<file path="config.mk">
export PLATFORM = sky130hd
export DESIGN_NAME = var_bw_mul_pipe_flat
export DESIGN_NICKNAME = d
export VERILOG_FILES = /design/src/rtl/var_bw_mul_pipe_if.sv /design/src/rtl/var_bw_mul_pipe.sv /design/src/flat_wrapper.sv
export SDC_FILE = /design/constraint.sdc
export NUM_CORES = 1
export LEC_CHECK = 0
export CAP_MARGIN = 0
export CORE_UTILIZATION = 25
export CTS_CLUSTER_DIAMETER = 40
export DETAILED_ROUTE_END_ITERATION = 12
export PLACE_DENSITY = 0.41
export RECOVER_POWER = 100
export SYNTH_ARGS = -nofsm -noshare
export SYNTH_HDL_FRONTEND = slang
export SYNTH_SLANG_ARGS = --single-unit
</file>
<file path="constraint.sdc">
create_clock -name clk -period 7.6 [get_ports clk]
set_input_delay 1.52 -clock clk [delete_from_list [all_inputs] [get_ports clk]]
set_output_delay 1.52 -clock clk [all_outputs]
set_load 0.02 [all_outputs]
</file>
<file path="src/rtl/var_bw_mul_pipe_if.sv">
`default_nettype none
// ============================================================================
//  Module   : var_bw_mul_pipe_if
//  Purpose  : Operand/product handshake bundle for var_bw_mul_pipe.
//             Upstream side:   in_valid, in_ready, mode, a, b
//             Downstream side: out_valid, out_ready, p, out_mode, out_err
//             master = environment (drives operands, accepts products)
//             slave  = multiplier pipeline
//  Revision : 1.0 - initial release
// ============================================================================
interface var_bw_mul_pipe_if #(
    parameter int W = 16
);
    logic           in_valid;
    logic           in_ready;
    logic [1:0]     mode;
    logic [W-1:0]   a;
    logic [W-1:0]   b;
    logic           out_valid;
    logic           out_ready;
    logic [2*W-1:0] p;
    logic [1:0]     out_mode;
    logic           out_err;

    modport master (
        output in_valid, mode, a, b, out_ready,
        input  in_ready, out_valid, p, out_mode, out_err
    );

    modport slave (
        input  in_valid, mode, a, b, out_ready,
        output in_ready, out_valid, p, out_mode, out_err
    );
endinterface
`default_nettype wire

</file>
<file path="src/rtl/var_bw_mul_pipe.sv">
`default_nettype none
// ============================================================================
//  Module   : var_bw_mul_pipe
//  Purpose  : Pipelined variable bit-width unsigned multiplier. Each operand
//             pair carries its own mode: one WxW product, two (W/2)x(W/2)
//             products or four (W/4)x(W/4) products; mode 3 is flagged as an
//             error and yields zero. Latency is STAGES cycles, throughput one
//             transaction per cycle, in-order delivery.
//  Ports    : clk  - clock, rising edge
//             rst  - asynchronous active-high reset
//             bus  - var_bw_mul_pipe_if.slave (valid/ready in, valid/ready out)
//  Params   : W      - operand width, multiple of 4, >= 8
//             STAGES - register stages (>= 1)
//  Revision : 1.0 - initial release
// ============================================================================
module var_bw_mul_pipe #(
    parameter int W      = 16,
    parameter int STAGES = 3
) (
    input  wire logic          clk,
    input  wire logic          rst,
    var_bw_mul_pipe_if.slave   bus
);
    localparam int C_Q  = W / 4;   // quarter-lane width
    localparam int C_PW = 2 * C_Q; // quarter x quarter product width
    localparam int C_OW = 2 * W;   // full product width

    // Every mode is built from the same 16 quarter-by-quarter partial products.
    // A term (i,j) contributes only if quarters i and j sit in the same lane;
    // terms crossing a lane boundary are masked, so no carry can cross lanes.
    function automatic logic f_use(input logic [1:0] m, input int i, input int j);
        logic r;
        case (m)
            2'd0:    r = 1'b1;
            2'd1:    r = ((i / 2) == (j / 2));
            2'd2:    r = (i == j);
            default: r = 1'b0;
        endcase
        return r;
    endfunction

    // Term (i,j) has weight 2^(Q*(i+j)); within a lane this is the ordinary
    // schoolbook sum, and lane k lands at bit 2L*k automatically.
    function automatic logic [C_OW-1:0] f_sum(input logic [C_PW-1:0] pp [4][4]);
        logic [C_OW-1:0] acc;
        acc = '0;
        for (int i = 0; i < 4; i++) begin
            for (int j = 0; j < 4; j++) begin
                acc = acc + (C_OW'(pp[i][j]) << (C_Q * (i + j)));
            end
        end
        return acc;
    endfunction

    logic                w_advance;
    logic [C_Q-1:0]      w_aq [4];
    logic [C_Q-1:0]      w_bq [4];
    logic [C_PW-1:0]     w_pp [4][4];
    logic [C_OW-1:0]     w_p_out;

    logic [STAGES-1:0]   r_vld;
    logic [STAGES-1:0]   r_err;
    logic [1:0]          r_mode [STAGES];

    // Whole pipe moves together; a stall freezes every stage, bubbles included.
    assign w_advance     = ~r_vld[STAGES-1] | bus.out_ready;
    assign bus.in_ready  = w_advance;
    assign bus.out_valid = r_vld[STAGES-1];
    assign bus.out_mode  = r_mode[STAGES-1];
    assign bus.out_err   = r_err[STAGES-1];
    assign bus.p         = w_p_out;

    always_comb begin
        for (int i = 0; i < 4; i++) begin
            w_aq[i] = bus.a[C_Q*i +: C_Q];
            w_bq[i] = bus.b[C_Q*i +: C_Q];
        end
    end

    always_comb begin
        for (int i = 0; i < 4; i++) begin
            for (int j = 0; j < 4; j++) begin
                w_pp[i][j] = '0;
                if (f_use(bus.mode, i, j)) begin
                    w_pp[i][j] = C_PW'(w_aq[i]) * C_PW'(w_bq[j]);
                end
            end
        end
    end

    // Valid / side-band shift register.
    always_ff @(posedge clk or posedge rst) begin
        if (rst) begin
            r_vld <= '0;
            r_err <= '0;
            for (int k = 0; k < STAGES; k++) begin
                r_mode[k] <= 2'd0;
            end
        end else if (w_advance) begin
            r_vld[0]  <= bus.in_valid;
            r_err[0]  <= (bus.mode == 2'd3);
            r_mode[0] <= bus.mode;
            for (int k = 1; k < STAGES; k++) begin
                r_vld[k]  <= r_vld[k-1];
                r_err[k]  <= r_err[k-1];
                r_mode[k] <= r_mode[k-1];
            end
        end
    end

    generate
        if (STAGES == 1) begin : g_single
            logic [C_OW-1:0] r_p;

            always_ff @(posedge clk or posedge rst) begin
                if (rst) begin
                    r_p <= '0;
                end else if (w_advance) begin
                    r_p <= f_sum(w_pp);
                end
            end

            assign w_p_out = r_p;
        end else begin : g_multi
            // Stage 0 holds the masked partial products; the reduction sits
            // between stage 0 and stage 1, later stages only delay the result.
            logic [C_PW-1:0] r_pp [4][4];
            logic [C_OW-1:0] r_p  [1:STAGES-1];

            always_ff @(posedge clk or posedge rst) begin
                if (rst) begin
                    for (int i = 0; i < 4; i++) begin
                        for (int j = 0; j < 4; j++) begin
                            r_pp[i][j] <= '0;
                        end
                    end
                    for (int k = 1; k < STAGES; k++) begin
                        r_p[k] <= '0;
                    end
                end else if (w_advance) begin
                    for (int i = 0; i < 4; i++) begin
                        for (int j = 0; j < 4; j++) begin
                            r_pp[i][j] <= w_pp[i][j];
                        end
                    end
                    r_p[1] <= f_sum(r_pp);
                    for (int k = 2; k < STAGES; k++) begin
                        r_p[k] <= r_p[k-1];
                    end
                end
            end

            assign w_p_out = r_p[STAGES-1];
        end
    endgenerate
endmodule
`default_nettype wire

</file>
<file path="src/flat_wrapper.sv">
// flat-port wrapper written by rule: the top's interface ports become plain ports
module var_bw_mul_pipe_flat 
#(
    parameter int W      = 16,
    parameter int STAGES = 3
)
  (clk, rst, bus_in_valid, bus_mode, bus_a, bus_b, bus_out_ready, bus_in_ready, bus_out_valid, bus_p, bus_out_mode, bus_out_err);
  var_bw_mul_pipe_if #(.W(W)) bus_i ();
  input  wire logic clk;
  input  wire logic rst;
  input wire logic [$bits(bus_i.in_valid)-1:0] bus_in_valid;
  input wire logic [$bits(bus_i.mode)-1:0] bus_mode;
  input wire logic [$bits(bus_i.a)-1:0] bus_a;
  input wire logic [$bits(bus_i.b)-1:0] bus_b;
  input wire logic [$bits(bus_i.out_ready)-1:0] bus_out_ready;
  output wire logic [$bits(bus_i.in_ready)-1:0] bus_in_ready;
  output wire logic [$bits(bus_i.out_valid)-1:0] bus_out_valid;
  output wire logic [$bits(bus_i.p)-1:0] bus_p;
  output wire logic [$bits(bus_i.out_mode)-1:0] bus_out_mode;
  output wire logic [$bits(bus_i.out_err)-1:0] bus_out_err;
  assign bus_i.in_valid = bus_in_valid;
  assign bus_i.mode = bus_mode;
  assign bus_i.a = bus_a;
  assign bus_i.b = bus_b;
  assign bus_i.out_ready = bus_out_ready;
  assign bus_in_ready = bus_i.in_ready;
  assign bus_out_valid = bus_i.out_valid;
  assign bus_p = bus_i.p;
  assign bus_out_mode = bus_i.out_mode;
  assign bus_out_err = bus_i.out_err;
  var_bw_mul_pipe #(.W(W), .STAGES(STAGES)) u_core (.clk(clk), .rst(rst), .bus(bus_i));
endmodule
</file>
* Yosys cells after proc, flatten, opt, wreduce, memory -nomap -nowiden
Cells that the tools add are included. Widths: inputs -> output; s select.
Word-level totals: register bits 204, input port bits 38, logic and storage cells 81, output and inout port bits 37
Cells by class: equality and inequality tests 3, $mul 16, bitwise gates (word level) 2, multiplexer cells 19, $add $sub $neg 15, reduce and logical (&&, ||, !) cells 3
Operator list (count):
- $add 32x20->32 | 4
- $mul 4x4->8 | 16
- $mux 8 | 16
- $add 32x16->32 | 3
- $add 32x24->32 | 3
- $add 32x28->32 | 2
- $add 32x12->32 | 1
- $add 32x32->32 | 1
- $add 8x12->13 | 1
- $eq 2x2->1 const B | 2
- $mux 1 | 3
- $reduce_or 3->1 | 1
- $eq 2x1->1 const B | 1
- $logic_not 2->1 | 1
- $reduce_or 2->1 | 1
- $not 1->1 | 1
- $or 1x1->1 | 1

* Logic depth before layout (Yosys ltp)
Gate-level depths: netlist of run 1.
word-level depth 15, depth in mapped cells 22

* Least setup slack after synthesis of run 1
No wires, ideal clock.
path kind reg-to-reg, start point register u_core.g_multi.r_pp[113] (netlist bit), end point register u_core.g_multi.r_p[56] (netlist bit), data arrival time 4.950 ns, stages on the path, launching flop included 21, setup time 0.133 ns, path slack 2.517 ns, buffers on the path 0, path through dfrtp_1 ha_1 a21o_1 a21oi_1 nor2b_1 o21ai_0 xnor2_1 fa_1 inv_1 fa_1 fa_1 inv_1 ha_1 fa_1 a211oi_2 nor4b_2 o211ai_2 a31oi_2 a211oi_1 xor2_1 o21ai_1
On the way: word-level cells in the longest chain between the ends 15
RTL lines:
- start, declared | line var_bw_mul_pipe.sv:127 | logic [C_PW-1:0] r_pp [4][4];
- start signal, assigned by index | line var_bw_mul_pipe.sv:143 | r_pp[i][j] <= w_pp[i][j];
- $add 8x12->13 | line var_bw_mul_pipe.sv:49 | acc = acc + (C_OW'(pp[i][j]) << (C_Q * (i + j)));
- $add 32x16->32 | line var_bw_mul_pipe.sv:49
- $add 32x20->32 | line var_bw_mul_pipe.sv:49
- $add 32x12->32 | line var_bw_mul_pipe.sv:49
- $add 32x16->32 | line var_bw_mul_pipe.sv:49
- $add 32x20->32 | line var_bw_mul_pipe.sv:49
- $add 32x24->32 | line var_bw_mul_pipe.sv:49
- $add 32x16->32 | line var_bw_mul_pipe.sv:49
- $add 32x20->32 | line var_bw_mul_pipe.sv:49
- $add 32x24->32 | line var_bw_mul_pipe.sv:49
- $add 32x28->32 | line var_bw_mul_pipe.sv:49
- $add 32x20->32 | line var_bw_mul_pipe.sv:49
- $add 32x24->32 | line var_bw_mul_pipe.sv:49
- $add 32x28->32 | line var_bw_mul_pipe.sv:49
- $add 32x32->32 | line var_bw_mul_pipe.sv:49
- end signal, assigned by index | line var_bw_mul_pipe.sv:148 | r_p[k] <= r_p[k-1];
- end, declared | line var_bw_mul_pipe.sv:128 | logic [C_OW-1:0] r_p [1:STAGES-1];
No other way between the ends. A chain may end at the register's enable or synchronous reset.

* Worst setup path in the final report of run 1
start point input bus_out_ready, end point output bus_in_ready
On the way: word-level cells in the longest chain between the ends 1
RTL lines:
- start, declared | line flat_wrapper.sv:15 | input wire logic [$bits(bus_i.out_ready)-1:0] bus_out_ready;
- $or 1x1->1 | line var_bw_mul_pipe.sv:66 | assign w_advance = ~r_vld[STAGES-1] | bus.out_ready;
- end, declared | line flat_wrapper.sv:16 | output wire logic [$bits(bus_i.in_ready)-1:0] bus_in_ready;
No other way between the ends.

==> qor.csv, run 1 <==
metric;value;unit
ys.flop_type;dfrtp_1;
end_kind;output port;
synth_top_cell_area_share;0.282;
htreeDepth;2;
yosysTopAreaCell;dfrtp_1;
cts_resized;0;
yosys_warnings;0;
synthAdderAreaFrac;0.336;
path_max_fanout;24;
setup_viol;0;
clockRootBuffer;clkbuf_16;
hold_class;reg -> reg;
cp.required;6.08;ns
die_area;73500;sq um
num_vias;13000;
numCtsBuffers;46;
slew_headroom;-1.80;
design_area;21300;sq um
synth.avg_cell_area;9.31;sq um
grt_max_degree;116;
drive_gt1_frac;0.0551;
violations;max-capacitance violations, max-slew violations;
syn-cell-area;18100;sq um
status;finished, violations left;
ios;75;
mostFrequentLayoutCells;nand2_1, ha_1, inv_1;
worstPathArrival;4.93;ns
drc;0;
num_rows;98;
synthCells;1946;
antenna_left;0;
critical_path_class;in -> out;
synth_top_family_by_area;adder cells;
ff2ff_path_depth;22;
cts.hold.buffers_added;0;
yosys.area_share.simple;0.145;
final_cells;2964;
syn-num-nets;2389;
cts_tree;yes;
ys_seq_area_frac;0.282;
synth-compound-area-share;0.112;
grtUsageTotal;0.142;
muxShareOfSynthArea;0.000553;
p_per_area;317;nW/um^2
grt_pass1_vias;13900;
tightest_slew;4.21;ns
diodes;0;
final_util;0.297;
synth-xor-area-share;0.0435;
io_buffer_count;74;
clkTransAtPathRegs;0.05;ns
postCtsSetupBuffers;0;
dp.cells;2880;
vdd_drop_max;157;uV
async_reset_ff_frac;1.00;
max-cap-violations;7;
final.setup.tns;0;ns
dp_hpwl;38.4;mm
overflow;0;
die_w;271;um
gp_congestion;0.810;
critPathLaunchType;primary input;
coreArea;71600;sq um
fmax;155;MHz
drt-pass1-iter-count;4;
postPlaceCellArea;19700;sq um
cts_sinks;204;
synth-seq-cells;204;
final_common_cell;nand2_1;
period_share;0.849;
min_period;6.45;ns
final_nets;2421;
synth_edf_count;0;
min_path_cells;2;
fillerInstances;7607;
area_growth;17.6;%
yosys.cell_types.count;48;
wl_per_cell;17.1;um
synth_area_leaders;dfrtp_1, ha_1, fa_1, nand2_1, inv_1;
clk-insertion-delay-late;0.57;ns
via_per_inst;4.39;
drt_wl_total;50.6;mm
finalHoldViolCount;0;
cts.path.max_buffers;3;
antenna_found_initial;3;
grt_pass1_wl;80.6;mm
initialDrtViolationCount;634;
start_util;0.253;
skew;0.0383;ns
rsz0062_at_grt;no;
dieHeight;271;um
p_leak;11.1;nW
drv_slew;349;
[cell families after synthesis]
kind of cell | count (synthesis)
AND/OR/NAND/NOR | 583
adder cells (fa/ha/maj) | 405
buffers and inverters | 352
AO/OA/AOI/OAI | 311
flip-flops | 204
XOR/XNOR | 90
multiplexers | 1
[critical path: stages]
cell and delay, ns:
clkdlybuf4s50_1 0.40, nor2b_1 1.39, clkinvlp_2 0.90, clkdlybuf4s50_1 0.72
[registers in the layout, indices dropped and copies added (netlist names)]
| name | flops |
|---|---|
| u_core.bus.out_mode | 2 |
| u_core.bus.p | 32 |
| u_core.g_multi.r_p | 32 |
| u_core.g_multi.r_pp | 128 |
| u_core.r_err | 3 |
| u_core.r_mode | 4 |
| u_core.r_vld | 3 |
[report_power, final]
group	internal (mW)	switching (mW)
Combinational	1.17	1.84
Sequential	1.40	0.190
Clock	1.45	0.686
Total	4.02	2.72
[stage by stage]
step	hold slack [ns]	power (mW)	setup WS, ns
finish	0.455	6.74	1.15
global route	0.481	7.30	0.810
floorplan	0.430	3.78	0.513
detailed placement	0.447	4.69	2.04
CTS	0.457	6.90	2.05
global placement	0.446	4.69	2.07
[final timing paths]
check                                                     start                                  to  slack, ns
hold reg to reg                    u_core.bus.p[27]$_DFFE_PP0P_        u_core.bus.p[27]$_DFFE_PP0P_       0.45
max in group asynchronous                                   rst         u_core.bus.p[0]$_DFFE_PP0P_       3.02
setup / recovery                                  bus_out_ready                        bus_in_ready       1.15
min in group asynchronous                                   rst        u_core.bus.p[19]$_DFFE_PP0P_       2.64
setup reg to reg           u_core.g_multi.r_pp[124]$_DFFE_PP0P_  u_core.g_multi.r_p[62]$_DFFE_PP0P_       1.95
hold / removal                     u_core.bus.p[27]$_DFFE_PP0P_        u_core.bus.p[27]$_DFFE_PP0P_       0.45
[per-layer routing]
metal	routed length (um)	vias to the layer above	part of all wire	track usage
met5	0	-	0	0
met4	980	0	0.019	0.0387
met3	1490	65	0.029	0.0173
met2	22900	182	0.45	0.232
met1	25300	6406	0.50	0.196
li1	-	6358	-	-
[layout make-up]
class                           count  area [sq um]  share of cell area
Sequential cell                   204          5100               0.240
Multi-Input combinational cell   1390         11500               0.541
Clock buffer                       56          1260              0.0592
Timing Repair Buffer               99           920              0.0432
Tap cell                          950          1190              0.0558
Clock inverter                     28           410              0.0193
Inverter                          237           892              0.0419
[synth_stat cells (9+ instances only)]
| cell type | instances |
|---|---|
| nand3_1 | 9 |
| a21oi_1 | 82 |
| o21ai_0 | 62 |
| nand2_1 | 384 |
| a22o_1 | 37 |
| dfrtp_1 | 204 |
| inv_1 | 237 |
| nor2_1 | 32 |
| o21bai_1 | 14 |
| buf_4 | 34 |
| and2_1 | 129 |
| o31ai_1 | 15 |
| a21o_1 | 48 |
| o21ai_1 | 22 |
| clkbuf_1 | 77 |
| ha_1 | 270 |
| xor2_1 | 61 |
| fa_1 | 135 |
| xnor2_1 | 29 |
Power figures use the tool's default switching activity.
==> inputs of run 2 (changes only) <==
==> constraint.sdc (replaced) <==
create_clock -name clk -period 6.6 [get_ports clk]
set_input_delay 1.32 -clock clk [delete_from_list [all_inputs] [get_ports clk]]
set_output_delay 1.32 -clock clk [all_outputs]
set_load 0.02 [all_outputs]
==> run 2 against run 1 <==
Compared with the run above:
- the run still ends with max-capacitance violations, max-slew violations left
- largest cell class unchanged
- sequential cell count stayed put
- cell count rose by 0.81%
- largest power group unchanged
- power grew 21%
- combinational power grew 16%
- register-to-register slack worse by 1.2 ns
- sequential power rose by 16%
- sequential share of layout area decreased by 0.35 points
- die area unchanged
- hold slack worse by 0.00082 ns
- setup slack worse by 0.41 ns
- utilization up 0.44 points
==> qor.csv, run 2 (synthesized netlist as in run 1, its figures left out) <==
metric;value;unit;change
status;finished, violations left;;
violations;max-capacitance violations, max-slew violations;;
critical_path_class;reg -> reg;;
dp_hpwl;39.6;mm;+3.1%
drive_gt1_frac;0.0618;;+0.00671
worstPathArrival;6.18;ns;+1.25 ns
crit_slowest_cell;nor4b_1;;
cts.path.max_buffers;3;;unchanged
initialDrtViolationCount;552;;-13%
ios;75;;unchanged
path_max_fanout;5;;-79%
vdd_drop_max;200;uV;+27%
max_stage_delay;0.60;ns;-0.79 ns
skew;0.0308;ns;-0.00753 ns
drt-pass1-iter-count;5;;+1
hold_class;reg -> reg;;
regMostFlops;u_core.g_multi.r_pp;;
coreArea;71600;sq um;unchanged
dieHeight;271;um;unchanged
multi_input_area;11500;sq um;about the same
clockRootBuffer;clkbuf_16;;
numCtsBuffers;54;;+17%
start_util;0.253;;unchanged
p_per_area;377;nW/um^2;+19%
tightest_slew;3.65;ns;-0.561 ns
critPathLaunchType;flip-flop;;
postCtsSetupBuffers;0;;unchanged
dp_slack;1.07;ns;-0.964 ns
cts_resized;0;;unchanged
clkTransAtPathRegs;0.04;ns;about the same
fillerInstances;7591;;-0.21%
cp.required;6.92;ns;+0.84 ns
num_rows;98;;unchanged
path_cells;ha_1, inv_1, fa_1, nor2b_1, o21ai_0, nand2b_1, nand3_1, xnor2_1, fa_1, inv_1, fa_1, inv_1, fa_1, ha_1, ha_1, a211oi_1, nor4b_1, o211ai_2, o31ai_4, a31oi_1, nand4b_1, o311ai_0;;
cts.hold.buffers_added;0;;unchanged
drv_slew;449;;+29%
via_per_inst;4.39;;about the same
setup_viol;0;;unchanged
cts_sinks;204;;unchanged
antenna_left;0;;unchanged
diodes;0;;unchanged
gp_congestion;0.815;;+0.64%
num_vias;13100;;+0.81%
max-cap-violations;7;;unchanged
fmax;171;MHz;
worst_slack;0.744;ns;-0.406 ns
die_w;271;um;unchanged
grt_pass1_vias;13900;;-0.32%
overflow;0;;unchanged
drc;0;;unchanged
grt_pass1_wl;82.1;mm;+1.9%
largest_register_ffs;128;;unchanged
die_area;73500;sq um;unchanged
wl_per_cell;17.5;um;+2.6%
cts_tree;yes;;
regArea;5100;sq um;unchanged
cp_common_cell;fa_1;;
grt_max_degree;142;;+22%
finalHoldViolCount;0;;unchanged
grtUsageTotal;0.145;;+0.00383
final.setup.tns;0;ns;unchanged
end_kind;flip-flop;;
timing.hold.ws;0.454;ns;-0.000823 ns
area_growth;19.4;%;
rsz0062_at_grt;no;;
slew_headroom;-1.43;;+0.374
p_leak;11.2;nW;+1.6%
final_util;0.302;;+0.00444
drt_wl_total;52.4;mm;+3.4%
final_common_cell;nand2_1;;
final_nets;2435;;+0.58%
total_power;8.15;mW;+21%
clk-insertion-delay-late;0.58;ns;about the same
antenna_found_initial;1;;-2
min_period;5.86;ns;
htreeDepth;2;;unchanged
io_buffer_count;74;;unchanged
mostFrequentLayoutCells;nand2_1, ha_1, inv_1;;
period_share;0.887;;
[run 2: cell types whose count changed in the layout (fill, tap and decap cells not counted), moves of 3 or more]
cell        previous run  this run
clkbuf_16             47        56
clkinv_4               1         6
buf_4                 18        22
clkinvlp_4             9         5
clkbuf_1               9        15
clkbuf_8               5         8
[run 2: final cells by class]
class / instances / area share
clock inverter: 30 / 0.0201
tap: 950 / 0.0550
timing repair buffer: 105 / 0.0436
sequential: 204 / 0.236
clock buffer: 72 / 0.0713
multi-input combinational: 1390 / 0.533
inverter: 237 / 0.0413
[run 2: worst max-delay path: cells and delay by family (launching register included)]
kind | cells | cell delay (ns)
AO/OA/AOI/OAI | 6 | 1.04
AND/OR/NAND/NOR | 5 | 1.08
buffers and inverters | 3 | 0.17
adder cells (fa/ha/maj) | 7 | 2.81
flip-flops | 1 | 0.35
XOR/XNOR | 1 | 0.16
[run 2: final timing paths]
path	endpoint	slack, ns	startpoint	cells past startpoint
min in group asynchronous	u_core.g_multi.r_pp[87]$_DFFE_PP0P_	1.21	rst	2
max	u_core.g_multi.r_p[62]$_DFFE_PP0P_	0.74	u_core.g_multi.r_pp[112]$_DFFE_PP0P_	22
min	u_core.bus.p[15]$_DFFE_PP0P_	0.45	u_core.bus.p[15]$_DFFE_PP0P_	2
min reg2reg	u_core.bus.p[15]$_DFFE_PP0P_	0.45	u_core.bus.p[15]$_DFFE_PP0P_	2
max in group asynchronous	u_core.bus.p[2]$_DFFE_PP0P_	1.39	rst	4
max reg2reg	u_core.g_multi.r_p[62]$_DFFE_PP0P_	0.74	u_core.g_multi.r_pp[112]$_DFFE_PP0P_	22
[run 2: per-layer routing]
layer / vias up / track usage / share of wire
met3: 72 / 0.0233 / 0.034
met4: 2 / 0.0404 / 0.022
met2: 202 / 0.238 / 0.46
met5: - / 0 / 0.00017
li1: 6393 / - / -
met1: 6447 / 0.198 / 0.49
[run 2: power by group]
group          internal, mW  switching, mW  total, mW
Combinational          1.36           2.13       3.49
Clock                  1.98          0.846       2.83
Sequential             1.61          0.225       1.84
Total                  4.95           3.20       8.15
[run 2: through the flow]
stage	area (sq um)	std cells
finish	21600	2988
global route	21600	2988
CTS	21700	2988
detailed placement	19700	2886
global placement	19700	2886
floorplan	18100	1946
